File: src/rtl/dt_stats.sv
// Distance-transform statistics: one pass over the 128x128 result memory
// producing max value/location, nonzero area and above-threshold count.
module dt_stats (
   input  logic        clk,
   input  logic        reset,
   input  logic        start,
   input  logic [7:0]  thr,
   output logic        res_rd,
   output logic [13:0] res_addr,
   input  logic [7:0]  res_di,
   output logic        busy,
   output logic        done,
   output logic [7:0]  max_val,
   output logic [13:0] max_addr,
   output logic [14:0] area,
   output logic [14:0] thr_cnt
);

   typedef enum logic [1:0] {IDLE, SCAN, DRAIN, FIN} state_t;

   localparam logic [13:0] LAST_ADDR = 14'd16383;

   state_t      r_state;
   logic        r_rd;
   logic        r_vld;
   logic        r_busy;
   logic        r_done;
   logic [13:0] r_addr;
   logic [13:0] r_paddr;
   logic [7:0]  r_thr;
   logic [7:0]  r_max;
   logic [13:0] r_maxaddr;
   logic [14:0] r_area;
   logic [14:0] r_thrcnt;
   logic [7:0]  r_omax;
   logic [13:0] r_omaxaddr;
   logic [14:0] r_oarea;
   logic [14:0] r_othr;

   logic [7:0]  w_max;
   logic [13:0] w_maxaddr;
   logic [14:0] w_area;
   logic [14:0] w_thrcnt;

   // Datum on res_di belongs to the address issued one cycle earlier (r_paddr)
   always_comb begin
      w_max     = r_max;
      w_maxaddr = r_maxaddr;
      w_area    = r_area;
      w_thrcnt  = r_thrcnt;
      if (r_vld) begin
         if (res_di > r_max) begin
            w_max     = res_di;
            w_maxaddr = r_paddr;
         end
         if (res_di != 8'd0)
            w_area = r_area + 15'd1;
         if (res_di >= r_thr)
            w_thrcnt = r_thrcnt + 15'd1;
      end
   end

   always_ff @(posedge clk) begin
      if (reset) begin
         r_state    <= IDLE;
         r_rd       <= 1'b0;
         r_vld      <= 1'b0;
         r_busy     <= 1'b0;
         r_done     <= 1'b0;
         r_addr     <= '0;
         r_paddr    <= '0;
         r_thr      <= '0;
         r_max      <= '0;
         r_maxaddr  <= '0;
         r_area     <= '0;
         r_thrcnt   <= '0;
         r_omax     <= '0;
         r_omaxaddr <= '0;
         r_oarea    <= '0;
         r_othr     <= '0;
      end else begin
         r_vld     <= r_rd;
         r_paddr   <= r_addr;
         r_max     <= w_max;
         r_maxaddr <= w_maxaddr;
         r_area    <= w_area;
         r_thrcnt  <= w_thrcnt;
         case (r_state)
            IDLE: begin
               if (start) begin
                  r_state   <= SCAN;
                  r_rd      <= 1'b1;
                  r_busy    <= 1'b1;
                  r_addr    <= '0;
                  r_thr     <= thr;
                  r_max     <= '0;
                  r_maxaddr <= '0;
                  r_area    <= '0;
                  r_thrcnt  <= '0;
               end
            end
            SCAN: begin
               if (r_addr == LAST_ADDR) begin
                  r_state <= DRAIN;
                  r_rd    <= 1'b0;
               end else begin
                  r_addr <= r_addr + 14'd1;
               end
            end
            DRAIN: begin
               r_state    <= FIN;
               r_busy     <= 1'b0;
               r_done     <= 1'b1;
               r_omax     <= w_max;
               r_omaxaddr <= w_maxaddr;
               r_oarea    <= w_area;
               r_othr     <= w_thrcnt;
            end
            FIN: begin
               r_state <= IDLE;
               r_done  <= 1'b0;
            end
            default: r_state <= IDLE;
         endcase
      end
   end

   assign res_rd   = r_rd;
   assign res_addr = r_addr;
   assign busy     = r_busy;
   assign done     = r_done;
   assign max_val  = r_omax;
   assign max_addr = r_omaxaddr;
   assign area     = r_oarea;
   assign thr_cnt  = r_othr;

endmodule

File: config.mk
export PLATFORM = sky130hd
export DESIGN_NAME = dt_stats
export DESIGN_NICKNAME = d
export VERILOG_FILES = /design/src/rtl/dt_stats.sv
export SDC_FILE = /design/constraint.sdc
export NUM_CORES = 1
export LEC_CHECK = 0
export ABC_AREA = 1
export CAP_MARGIN = 10
export CORE_ASPECT_RATIO = 0.5
export CORE_MARGIN = 4
export CORE_UTILIZATION = 35
export CTS_CLUSTER_SIZE = 28
export DETAILED_ROUTE_END_ITERATION = 16
export DONT_BUFFER_PORTS = 1
export SLEW_MARGIN = 20
export SYNTH_ARGS = -nofsm -noshare
export SYNTH_HDL_FRONTEND = slang
export SYNTH_SLANG_ARGS = --single-unit
File: constraint.sdc
create_clock -name clk -period 2.1 [get_ports clk]
set_input_delay 0.42 -clock clk [delete_from_list [all_inputs] [get_ports clk]]
set_output_delay 0.42 -clock clk [all_outputs]
set_load 0.01 [all_outputs]
# [Word level (Yosys, flattened, before mapping)]
# Index checks and enable logic that the tools add are counted.
[classes] n_lt_le_gt_ge=2 add_sub_neg=3 reduce_logical=10 n_eq_ne=7 mux=27
[ops] op="15-bit two-way mux" count=8
[ops] op="14-bit two-way mux" count=6
[ops] op="8-bit two-way mux" count=4
[ops] op="15-bit by 1-bit adder with 15-bit output (second input constant)" count=2
[ops] op="14-bit one-hot mux with 2 select lines" count=1
[ops] op="14-bit by 1-bit adder with 14-bit output (second input constant)" count=1
[ops] op="14-bit equality test (second input constant)" count=1
[ops] op="8-bit >= comparator" count=1
[ops] op="8-bit > comparator" count=1
[ops] op="2-bit one-hot mux with 4 select lines" count=1
[ops] op="8-bit nonzero test" count=1
[ops] op="2-bit != test (second input constant)" count=3
[ops] op="1-bit one-hot mux with 2 select lines" count=3
[ops] op="2-bit AND reduction" count=3
[ops] op="3-bit AND reduction" count=2
[ops] op="2-bit nonzero test" count=3
[ops] op="2-bit equality test (second input constant)" count=2
[ops] op="2-bit two-way mux" count=2
[ops] op="2-bit by 1-bit equality test with 1-bit output (second input constant)" count=1
[ops] op="2-bit logical NOT" count=1
[ops] op="1-bit two-way mux" count=2
[totals] in_bits=19 register_bits=146 output_inout_bits=69 wordCells=65

# [Logic depth before layout (Yosys ltp)]
# Gate-level depths: netlist of the first run.
[depth] depth_word=5 mapped_depth=15

# [Worst setup path after synthesis of the first run]
# No wires, ideal clock.
[synth_timing] kind="input port to flip-flop" start="in res_di[5]" end="reg r_othr[1] (netlist: thr_cnt[1])" setup_ps=109 t_arrival_ps=1547 path_stages=9 setup_slack_ps=445 path_cell_list="ha_1 -> a21oi_1 -> o21a_1 -> nand2_4 -> buf_4 -> nand3_1 -> nand3_1 -> nand2_1 -> inv_1"
[synth_between] elab_chain_len=3
[synth_lines] item="start: declaration" line="10" source="input logic [7:0] res_di,"
[synth_lines] item="8-bit >= comparator" line="58" source="if (res_di >= r_thr)"
[synth_lines] item="15-bit two-way mux" line="58"
[synth_lines] item="15-bit two-way mux" line="51" source="if (r_vld) begin"
[synth_lines] item="end signal: assignment" line="117" source="r_othr <= w_thrcnt;"
[synth_lines] item="end: declaration" line="38" source="logic [14:0] r_othr;"
# No other way between the ends.
# A chain may end at the register's enable or synchronous reset.

# [Final worst setup path of the first run]
[layout_timing] start="reg r_thr[3]" end="reg r_othr[5] (netlist: thr_cnt[5])"
[layout_between] elab_chain_len=3
[layout_lines] item="start: declaration" line="30" source="logic [7:0] r_thr;"
[layout_lines] item="start signal: assignment" line="95" source="r_thr <= thr;"
[layout_lines] item="8-bit >= comparator" line="58"
[layout_lines] item="15-bit two-way mux" line="58"
[layout_lines] item="15-bit two-way mux" line="51"
# No other way between the ends.

==> results.cfg, run 1 <==
[yosys]
synthTopCellsByCount = nand2_1, nor2_1, dfxtp_1
synth-edff-count = 0
synth_largest_area_cell = dfxtp_1
synthesis.nets = 999
yosys.area.top_type_share_pct = 42.5
async_flop_share_pct = 0
syn-instance-count = 957
synth_seq_cells = 146
synthFlopType = dfxtp_1
synthTopCellsByArea = dfxtp_1, nand2_1, nor2_1, nand3_1, inv_1
synthDistinctLibCells = 36
synth.cell_area_mm2 = 0.00688
synth_warnings = 0
ys_seq_area_share_pct = 42.5
synth.most_common_cell = nand2_1
avgSynthCellArea_um2 = 7.19

[power]
pwr-share-seq_pct = 42.6
p_int_mw = 5.53
power_frac_clock_pct = 34.0
p_switching_mw = 3.20
combPwrFrac_pct = 23.4
irDropWorstVdd_mv = 0.537
p_sw_share_pct = 36.7
leakage_nw = 3.16
power_density_mw_per_mm2 = 1130

[route]
drt_iter0_drc = 300
vias = 5852
viasPerCell = 4.77
drc_errors = 0
wl_per_cell_um = 13.7
ant_nets = 0
dr.pass1.iters = 6
finalWirelength_um = 16800

[place]
gp_congestion = 0.831
post-place-ws_ps = 258
dpl_cell_area_mm2 = 0.00718
placed_cells = 1194
io_buffers = 0
dp_hpwl_um = 11800

[clocking]
clockBufferDepth = 2
path_clk_slew_ps = 70
cts_tree = done
cts_hold_repair.buffers = 0
post_cts_resize_count = 0
cts_root_buf = clkbuf_16
post_cts_buffers = 0
cts_max_level = 4
cts_buffers = 17
numClockSinks = 146
clock_latency_ps = 430

[global_routing]
grt_max_degree = 69
track_usage_pct = 15.7
grt_pass1_wl_um = 27900
grt_antenna_before_repair = 0
grt_pass1_vias = 5618
grt-ovfl-total = 0

[timing]
finalCritPeriodShare_pct = 87.0
hold_violations = 0
tightest_slew_ps = 380
slew_headroom_pct = 74.7
fin_skew_ps = 14.2
fin_ws_ps = 274
finalCriticalPeriod_ps = 1830
rsz0062_at_grt = false
setup-tns-final_ps = 0
holdWs_ps = 75.9
finalSetupViolations = 0
fmax_mhz = 547
slew_viol_final = 0

[floorplan]
die_h_um = 107
die-width_um = 206
io-pin-count = 88
coreArea_mm2 = 0.0188
start_util_pct = 36.5
rows = 35
dieArea_mm2 = 0.0221

[layout]
antenna_cells = 0
nets = 996
postLayoutCellArea_mm2 = 0.00776
areaGrowthSynthToFinish_pct = 12.8
fillCellCount = 1959
fin_cells = 1226
layout-drive-gt1-share_pct = 11.1

[hold_path]
hold_depth = 1
hp-class = primary input to flip-flop

[critical_path]
cp-end-kind = flip-flop
critPathLaunchType = flip-flop
worstRegToRegCells = 13
path_max_fanout = 26
crit_arrival_ps = 2150
path_class = flip-flop to flip-flop
cp.required_ps = 2420

[outcome]
status = finished clean

[job]
cap_violations = 0
==> sequential cells by signal, indices dropped and copies added, names as in the netlist <==
register   flops
area          15
busy           1
done           1
max_addr      14
max_val        8
r_area        15
r_max          8
r_maxaddr     14
r_paddr       14
r_state        2
r_thr          8
r_thrcnt      15
r_vld          1
res_addr      14
res_rd         1
thr_cnt       15
==> cell usage in the layout (no fill, tap or decap), types with 5 or more instances in the layout <==
cell type	instances
nor2_4	5
nand2_1	180
nand3_1	95
nor2_1	155
o21ai_0	29
buf_4	14
a21oi_2	11
nand3_2	6
a21oi_1	61
dfxtp_1	146
clkbuf_16	17
nand2_2	16
nor3_1	6
nand4_1	21
ha_1	22
nor2_2	7
xor2_1	13
inv_1	121
==> per-stage QoR <==
step / power [mW] / util (%)
after floorplan: 5.30 / -
after global placement: 5.82 / 38.1
after detailed placement: 5.87 / 38.1
after CTS: 8.85 / 41.2
after global routing: 9.28 / 41.2
final: 8.73 / 41.2
==> cell type report <==
type                            instances  area, um^2  area share [%]
Tap cell                              259         324            4.18
Sequential cell                       146        2920            37.7
Inverter                              127         489            6.30
Multi-Input combinational cell        646        3300            42.5
Timing Repair Buffer                   16         145            1.87
Clock buffer                           18         439            5.66
Clock inverter                         14         143            1.84
==> cell families (layout without fill, tap and decap cells) <==
| kind of cell | after synthesis | count (layout) | share of synthesized area, % |
|---|---|---|---|
| AO/OA/AOI/OAI | 110 | 110 | 8.85 |
| flip-flops | 146 | 146 | 42.5 |
| XOR/XNOR | 13 | 13 | 1.65 |
| buffers and inverters | 165 | 175 | 9.80 |
| adder cells (fa/ha/maj) | 23 | 23 | 4.18 |
| AND/OR/NAND/NOR | 500 | 500 | 33.0 |
==> critical path, cell delays in order (launching register included) <==
cell and delay (ps):
dfxtp_1 310, inv_1 50, ha_1 300, nand2_1 70
nor2_1 100, nor2_1 40, nand2_1 110, nand2_2 110
nand2_4 230, nand3_1 120, nand2_1 100, nand3_1 70
nand2_1 60, inv_1 30
==> final timing paths <==
kind,slack (ps),end,start
hold / removal,80,res_addr[12],reset
setup / recovery,270,thr_cnt[5],r_thr[3]
setup reg to reg,270,thr_cnt[5],r_thr[3]
hold reg to reg,460,r_thr[7],r_thr[7]
==> power by group through the flow <==
stage | Sequential [mW] | Combinational [mW] | Clock (mW)
2_1_floorplan | 3.66 | 1.64 | 0
3_3_place_gp | 3.80 | 2.01 | 0
3_5_place_dp | 3.81 | 2.06 | 0
4_1_cts | 3.75 | 2.07 | 3.02
5_1_grt | 3.78 | 2.36 | 3.15
6_report | 3.72 | 2.04 | 2.97
==> layer usage <==
| metal | global-route usage (%) | vias to the layer above | share of wire, % |
|---|---|---|---|
| met5 | 0 | - | 0 |
| li1 | - | 3027 | - |
| met1 | 19.1 | 2729 | 45 |
| met3 | 5.14 | 15 | 5.3 |
| met4 | 4.03 | 0 | 1.2 |
| met2 | 26.7 | 81 | 48 |
Note: power is estimated with default switching activity, not from simulation.
==> inputs of run 2 (changes only) <==
--- a/config.mk
+++ b/config.mk
@@ -7,7 +7,7 @@
 export LEC_CHECK = 0
 export ABC_AREA = 1
 export CAP_MARGIN = 10
-export CORE_ASPECT_RATIO = 0.5
+export CORE_ASPECT_RATIO = 1.75
 export CORE_MARGIN = 4
 export CORE_UTILIZATION = 35
 export CTS_CLUSTER_SIZE = 28
==> results.cfg, run 2 (synthesis gave the netlist of run 1 again) <==
[outcome]
status = finished clean

[route]
drc_errors = 0
wl_per_cell_um = 14.5
vias = 5767
viasPerCell = 4.78
ant_nets = 0
finalWirelength_um = 17400
drt_iter0_drc = 227
dr.pass1.iters = 4

[critical_path]
critPathLaunchType = flip-flop
worstRegToRegCells = 13
cpPeakStageDelay_ps = 310
cp.required_ps = 2420
reg2reg_slack_ps = 320
path_max_fanout = 26
worst-path-buf-inv = 2
crit_cells = 13
path_class = flip-flop to flip-flop
path_cells = inv_1 > ha_1 > nand2_1 > nor2_1 > nor2_1 > nand2_1 > nand2_2 > nand2_4 > nand2_1 > nand3_1 > nand3_1 > nand2_1 > inv_1
cp_common_cell = nand2_1
crit_family = simple AND/OR/NAND/NOR gates
crit_slowest_cell = dfxtp_1
cp-end-kind = flip-flop
crit_arrival_ps = 2090

[timing]
holdWs_ps = 76.7
finalCritPeriodShare_pct = 84.6
tightest_slew_ps = 623
setup-tns-final_ps = 0
rsz0062_at_grt = false
slew_headroom_pct = 58.5
finalSetupViolations = 0
finalCriticalPeriod_ps = 1780
fin_skew_ps = 9.93
slew_viol_final = 0
fmax_mhz = 563
hold_violations = 0

[power]
leakage_nw = 3.16
power_density_mw_per_mm2 = 1140
p_total_mw = 8.79
irDropWorstVdd_mv = 0.588

[global_routing]
grt-ovfl-total = 0
track_usage_pct = 16.4
grt_pass1_wl_um = 28500
grt_pass1_vias = 5612
grt_max_degree = 69
grt_antenna_before_repair = 1

[clocking]
cts_tree = done
numClockSinks = 146
cts_buffers = 17
post_cts_buffers = 0
cts_hold_repair.buffers = 0
cts_root_buf = clkbuf_16
cts_max_level = 4
clockBufferDepth = 2
path_clk_slew_ps = 60
post_cts_resize_count = 0
clock_latency_ps = 420

[floorplan]
start_util_pct = 35.7
dieArea_mm2 = 0.0221
coreArea_mm2 = 0.0193
die-width_um = 114
rows = 67
io-pin-count = 88
die_h_um = 193

[place]
dp_hpwl_um = 12500
gp_congestion = 0.885
io_buffers = 0
placed_cells = 1174

[layout]
fin_util_pct = 40.1
final_common_cell = nand2_1
nets = 994
fin_cells = 1207
final_cell_mix = nand2_1, nor2_1, dfxtp_1
layout-drive-gt1-share_pct = 10.9
areaGrowthSynthToFinish_pct = 12.3

[hold_path]
hp-class = primary input to flip-flop
hold_depth = 1

[job]
cap_violations = 0
[run 2: cell types whose count changed in the layout (fill, tap and decap cells not counted), sizes merged]
cell,delta
diode,+1
clkinv,+1
clkbuf,+1
bufinv,+2
clkinvlp,-2
inv,-2
buf,-2
[run 2: final cells by class]
type	count	area, um^2
Clock inverter	13	146
Clock buffer	19	453
Tap cell	241	302
Sequential cell	146	2920
Multi-Input combinational cell	646	3300
Timing Repair Buffer	14	118
Antenna cell	1	2.50
Fill cell	2049	11600
Inverter	127	489
[run 2: power breakdown]
group	leakage (nW)	switching (mW)	internal, mW
registers	1.19	0.496	3.22
clock network	0.291	1.24	1.83
logic	1.69	1.33	0.669
total	3.16	3.07	5.72
[run 2: path summary, 6_finish.rpt]
path / start / to
worst min register to register: r_thr[1] / r_thr[1]
worst min-delay path: reset / done
worst max register to register: r_thr[3] / thr_cnt[11]
worst max-delay path: r_thr[3] / thr_cnt[11]
[run 2: per-layer routing]
metal / vias to the layer above / global-route usage (%) / routed length [um]
li1: 3016 / - / -
met1: 2631 / 16.9 / 6650
met2: 98 / 30.1 / 9430
met3: 20 / 5.03 / 976
met4: 2 / 6.69 / 371
met5: - / 0 / 13
[run 2: metrics by stage]
stage          setup slack (ps)  cell area (um^2)
2_1_floorplan               445              6880
5_1_grt                     111              7730
3_3_place_gp                294              7130
4_1_cts                     317              7730
6_report                    323              7730
3_5_place_dp                271              7130
